`src/rtl/chn_pkg.sv`:
```
// Shared definitions for the TRN tx channel arbiter: FSM encoding, parameter
// defaults and the counter/pointer width helper.
package chn_pkg;

    typedef enum logic [2:0] {
        IDLE  = 3'd0,
        SEL   = 3'd1,
        GRANT = 3'd2,
        BUSY  = 3'd3,
        GAP   = 3'd4
    } state_t;

    localparam int NCHN_DEF  = 4;
    localparam int DWELL_DEF = 4;
    localparam int TMO_DEF   = 1023;

    // ceil(log2(v)); callers pass TMO+1 to size a counter that can hold TMO
    function automatic int clog2(input int v);
        int r;
        r = 0;
        for (int i = 0; i < 31; i++) begin
            if ((1 << i) < v) r = i + 1;
        end
        return r;
    endfunction

endpackage

```
`src/rtl/chn_arb_rr_pick.sv`:
```
// Round-robin search: first set request bit at or after ptr, wrapping modulo NCHN.
module rr_pick
    import chn_pkg::*;
#(
    parameter int NCHN = NCHN_DEF,
    parameter int PW   = clog2(NCHN)
)(
    input  logic [NCHN-1:0] req,
    input  logic [PW-1:0]   ptr,
    output logic [PW-1:0]   index,
    output logic            valid
);

    int j;

    // Walk offsets from the far end so the nearest requester is written last
    always_comb begin
        index = '0;
        valid = 1'b0;
        j     = 0;
        for (int k = NCHN - 1; k >= 0; k--) begin
            j = int'(ptr) + k;
            if (j >= NCHN) j = j - NCHN;
            if (req[j]) begin
                index = PW'(j);
                valid = 1'b1;
            end
        end
    end

endmodule

```
`src/rtl/chn_arb.sv`:
```
// Token arbiter sharing one PCIe endpoint TRN tx port among NCHN channels:
// round-robin grants, idle-dwell release, TMO forced release, sticky error flag.
module chn_arb
    import chn_pkg::*;
#(
    parameter int NCHN  = NCHN_DEF,
    parameter int DWELL = DWELL_DEF,
    parameter int TMO   = TMO_DEF
)(
    input  logic            clk,
    input  logic            rst_n,
    input  logic [NCHN-1:0] chn_reqep,
    input  logic [NCHN-1:0] chn_drvn,
    output logic [NCHN-1:0] chn_trn,
    output logic            arb_err,
    output logic            arb_tmo
);

    localparam int PW = clog2(NCHN);
    localparam int CW = clog2(TMO + 1);

    state_t          state, nxt;
    logic [CW-1:0]   cnt;
    logic [PW-1:0]   ptr, pick, rr_idx, sel_pick;
    logic            rr_vld, drv_pick, tmo_hit;

    rr_pick #(.NCHN(NCHN), .PW(PW)) u_pick (
        .req   (chn_reqep),
        .ptr   (ptr),
        .index (rr_idx),
        .valid (rr_vld)
    );

    assign sel_pick = rr_vld ? rr_idx : ptr;
    assign drv_pick = chn_drvn[pick];

    always_comb begin
        nxt     = state;
        tmo_hit = 1'b0;
        case (state)
            IDLE:  nxt = SEL;
            SEL:   nxt = GRANT;
            GRANT: begin
                if (drv_pick)                      nxt = BUSY;
                else if (cnt >= CW'(DWELL - 1))    nxt = GAP;
            end
            BUSY: begin
                if (!drv_pick) begin
                    nxt = GAP;
                end else if (cnt >= CW'(TMO - 1)) begin
                    nxt     = GAP;
                    tmo_hit = 1'b1;
                end
            end
            GAP:     nxt = SEL;
            default: nxt = IDLE;
        endcase
    end

    always_ff @(posedge clk or negedge rst_n) begin
        if (!rst_n) begin
            state   <= IDLE;
            cnt     <= '0;
            ptr     <= '0;
            pick    <= '0;
            chn_trn <= '0;
            arb_err <= 1'b0;
            arb_tmo <= 1'b0;
        end else begin
            state   <= nxt;
            arb_tmo <= tmo_hit;
            // counter restarts on every state change and saturates at all-ones
            if (nxt != state)  cnt <= '0;
            else if (!(&cnt))  cnt <= cnt + CW'(1);
            if (state == SEL)  pick <= sel_pick;
            if (state == GAP)  ptr  <= (pick == PW'(NCHN - 1)) ? '0 : pick + PW'(1);
            if (state == SEL)
                chn_trn <= NCHN'(1) << sel_pick;
            else if (!(nxt == GRANT || nxt == BUSY))
                chn_trn <= '0;
            // chn_trn is zero in SEL/GAP, so any drvn there counts as an error
            if (state != IDLE && |(chn_drvn & ~chn_trn))
                arb_err <= 1'b1;
        end
    end

endmodule

```
`config.mk`:
```
export PLATFORM = sky130hd
export DESIGN_NAME = chn_arb
export DESIGN_NICKNAME = d
export VERILOG_FILES = /design/src/rtl/chn_pkg.sv /design/src/rtl/chn_arb_rr_pick.sv /design/src/rtl/chn_arb.sv
export SDC_FILE = /design/constraint.sdc
export NUM_CORES = 1
export LEC_CHECK = 0
export BUFFER_PORTS_ARGS = -buffer_cell sky130_fd_sc_hd__buf_2
export CAP_MARGIN = 20
export CORE_MARGIN = 8
export CORE_UTILIZATION = 39
export CTS_CLUSTER_SIZE = 30
export DETAILED_ROUTE_END_ITERATION = 8
export GPL_ROUTABILITY_DRIVEN = 0
export PLACE_DENSITY = 0.68
export SYNTH_ARGS = -nofsm -noshare
export SYNTH_HDL_FRONTEND = slang
export SYNTH_HIERARCHICAL = 1
export SYNTH_SLANG_ARGS = --single-unit
export TNS_END_PERCENT = 30
```
`constraint.sdc`:
```
create_clock -name clk -period 2.8 [get_ports clk]
set_clock_uncertainty 0.15 [all_clocks]
set_input_delay 0.7 -clock clk [delete_from_list [all_inputs] [get_ports clk]]
set_output_delay 0.7 -clock clk [all_outputs]
set_load 0.01 [all_outputs]
```
==> out/results.tsv <==
metric	value	unit
Gate power share	0.386	
synth warn	6	
# DRC	0	
total core area	3310	um2
CTS Buffer Depth	2	
Worst-Skew Late Latency	0.32	ns
Synth Register Bits	23	
Peak VDD IR	323	uV
vias in the first global route	1129	
largest net degree at the start of global routing	24	
gr usage total	0.115	
max cap viols	0	
mapped cell area	1330	um2
post-CTS setup buffer count	0	
row count	21	
Area contributors post-synth	dfrtp_1 (43%), mux2i_1 (5.3%), a21oi_1 (3.8%)	
vias post-DR	1121	
Worst path max stage delay	0.58	ns
r2r worst-path depth	5	
PostCTS Resize Cnt	0	
syn_area_per_cell	9.60	um2
Sequential Power Share	0.469	
Setup violations, final	0	
Slew HR	0.656	
Critical Path Source	cnt[1]	
Pwr per Cell Area	743	nW/um2
Seq/Total Area, Yosys	0.432	
post-synth top area cell	dfrtp_1	
Mapped Cells	139	
Req. time, crit path	2.89	ns
Main synth FF type	dfrtp_1	
critical path capture point type	flop	
post-layout util	0.446	
clock tree root driver cell	clkbuf_4	
hold buffer count at CTS	0	
remaining antenna violation count after routing	0	
WL/cell	14.1	um
power share of the clock group	0.145	
synthesis-to-layout area growth	10.6	%
Num CTS Buffers	3	
Reg-to-Reg Start	cnt[1]	
final hold violation count	0	
HP Class	primary input to async pin	
DRT iter0 DRCs	53	
Post-synth EDFFs	0	
post-synth top area share	0.432	
PortBufs	15	
H-tree levels	1	
# fillers	337	
nets	169	
fin crit period	2.25	ns
drt pass-1 iters	4	
Die H	74.5	um
drt total wl	2830	um
switching power	448	uW
outcome	completed	
setup tns final	0	ns
Yosys cell types	42	
vias per cell	5.58	
RR Endpoint	cnt[3]	
GRT Residual Overflow	0	
slowest CP cell	or4_4	
clk slew on worst S/H paths	0.13	ns
Ports	16	
share of cells above drive strength 1	0.174	
first-pass GRT wire length	5080	um
Mapped Nets	152	
HPWL Detailed	2170	um
unrepaired setup endpoints after global routing	no	
die area	5550	um2
post-route clock period utilization	0.803	
Slew Limit Fails	0	
CTS tree	yes	
die width	74.5	um
CP max FO	10	
Sink Count	23	
Initial Utilization	0.403	
Worst Path Arrival	2.34	ns
Slew @ Worst Pin	0.516	ns
Leak	0.000644	uW
initial antenna violation count	0	
antenna diode count	0	
ys async rst share	1.00	
Reg2Reg Setup Slack	0.55	ns
fmax	445	MHz
Switching Fraction	0.409	
crit path launch type	flop	
Crit Path Class	flop to flop	
critical-path cell list	ha_1, nor4_1, nand3_1, or4_4, a221oi_2	
Pint	647	uW
Overall Power	1100	uW
## power by group through the flow
stage               registers (uW)  logic, uW  clock network (uW)
floorplan                      488        345                   0
global placement               511        407                   0
detailed placement             521        423                   0
CTS                            513        427                 164
global route                   535        484                 178
finish                         514        423                 159
## cell usage in the layout (no fill, tap or decap), types with 2 or more instances in the layout
master / count
ha_1: 3
nand2b_1: 6
o211ai_1: 2
clkbuf_4: 3
buf_2: 15
a21oi_1: 10
o21ai_0: 4
inv_1: 8
xor2_1: 3
nand3_1: 6
nor3b_1: 2
and3_1: 2
or3_1: 2
a221oi_1: 2
nor2_1: 12
dfrtp_1: 23
o22ai_1: 5
mux2i_1: 7
nand2_1: 11
mux2_2: 3
nor3_1: 4
## worst max-delay path by stage
stage,endpoint
5_1_grt,cnt[3]
6_report,cnt[3]
3_3_place_gp,cnt[3]
3_5_place_dp,cnt[3]
2_1_floorplan,cnt[3]
4_1_cts,cnt[3]
## final cells by class
cell class	count	area [um2]	area share
inverters	8	30.0	0.0204
multi-input cells	105	709	0.481
repair buffers	15	75.1	0.0509
flip-flops and latches	23	576	0.390
clock inverters	1	5.00	0.00339
well taps	46	57.6	0.0390
clock buffers	3	22.5	0.0153
## worst max-delay path: cells and delay by family (launching register included)
kind / cells / cell delay, ns
AOI/OAI and AO/OA: 1 / 0.28
and+or+nand+nor: 3 / 1.03
DFF: 1 / 0.45
adders and majority gates: 1 / 0.26
## logic make-up (layout without fill, tap and decap cells)
| logic type | after synthesis | count (layout) | synth area share |
|---|---|---|---|
| simple gates | 50 | 50 | 0.189 |
| mux | 11 | 11 | 0.0947 |
| flops | 23 | 23 | 0.432 |
| buf+inv | 11 | 27 | 0.0366 |
| compound gates | 37 | 37 | 0.193 |
| xor+xnor | 4 | 4 | 0.0263 |
| fa+ha+maj | 3 | 3 | 0.0281 |
## metal layers
| layer | vias to the layer above | routed length [um] | track usage |
|---|---|---|---|
| met4 | 0 | 12 | 0.0196 |
| met5 | - | 0 | 0 |
| met1 | 551 | 1220 | 0.130 |
| li1 | 548 | - | - |
| met2 | 19 | 1440 | 0.209 |
| met3 | 3 | 160 | 0.0323 |
## through the flow
step	hold slack (ns)	area, um2	instances	setup slack, ns
6_report	0.183	1480	201	0.550
5_1_grt	0.206	1480	201	0.381
4_1_cts	0.193	1480	201	0.542
3_5_place_dp	0.352	1450	197	0.322
3_3_place_gp	0.309	1450	197	0.345
2_1_floorplan	0.254	1330	139	0.476
## flip-flops by register name (all words and copies together), names as in the netlist
register	cells
ptr	2
cnt	10
arb_err	1
chn_trn	4
arb_tmo	1
pick	2
state	3
## Yosys cell counts (all sizes together) (3+ instances only)
master / count
nand2b: 6
a221oi: 3
mux2: 3
nand2: 11
ha: 3
mux2i: 7
o21ai: 4
nor3: 4
xor2: 3
a21oi: 10
dfrtp: 23
inv: 8
nor2: 12
o22ai: 5
nand3: 6
(Power assumes the default switching activity.)
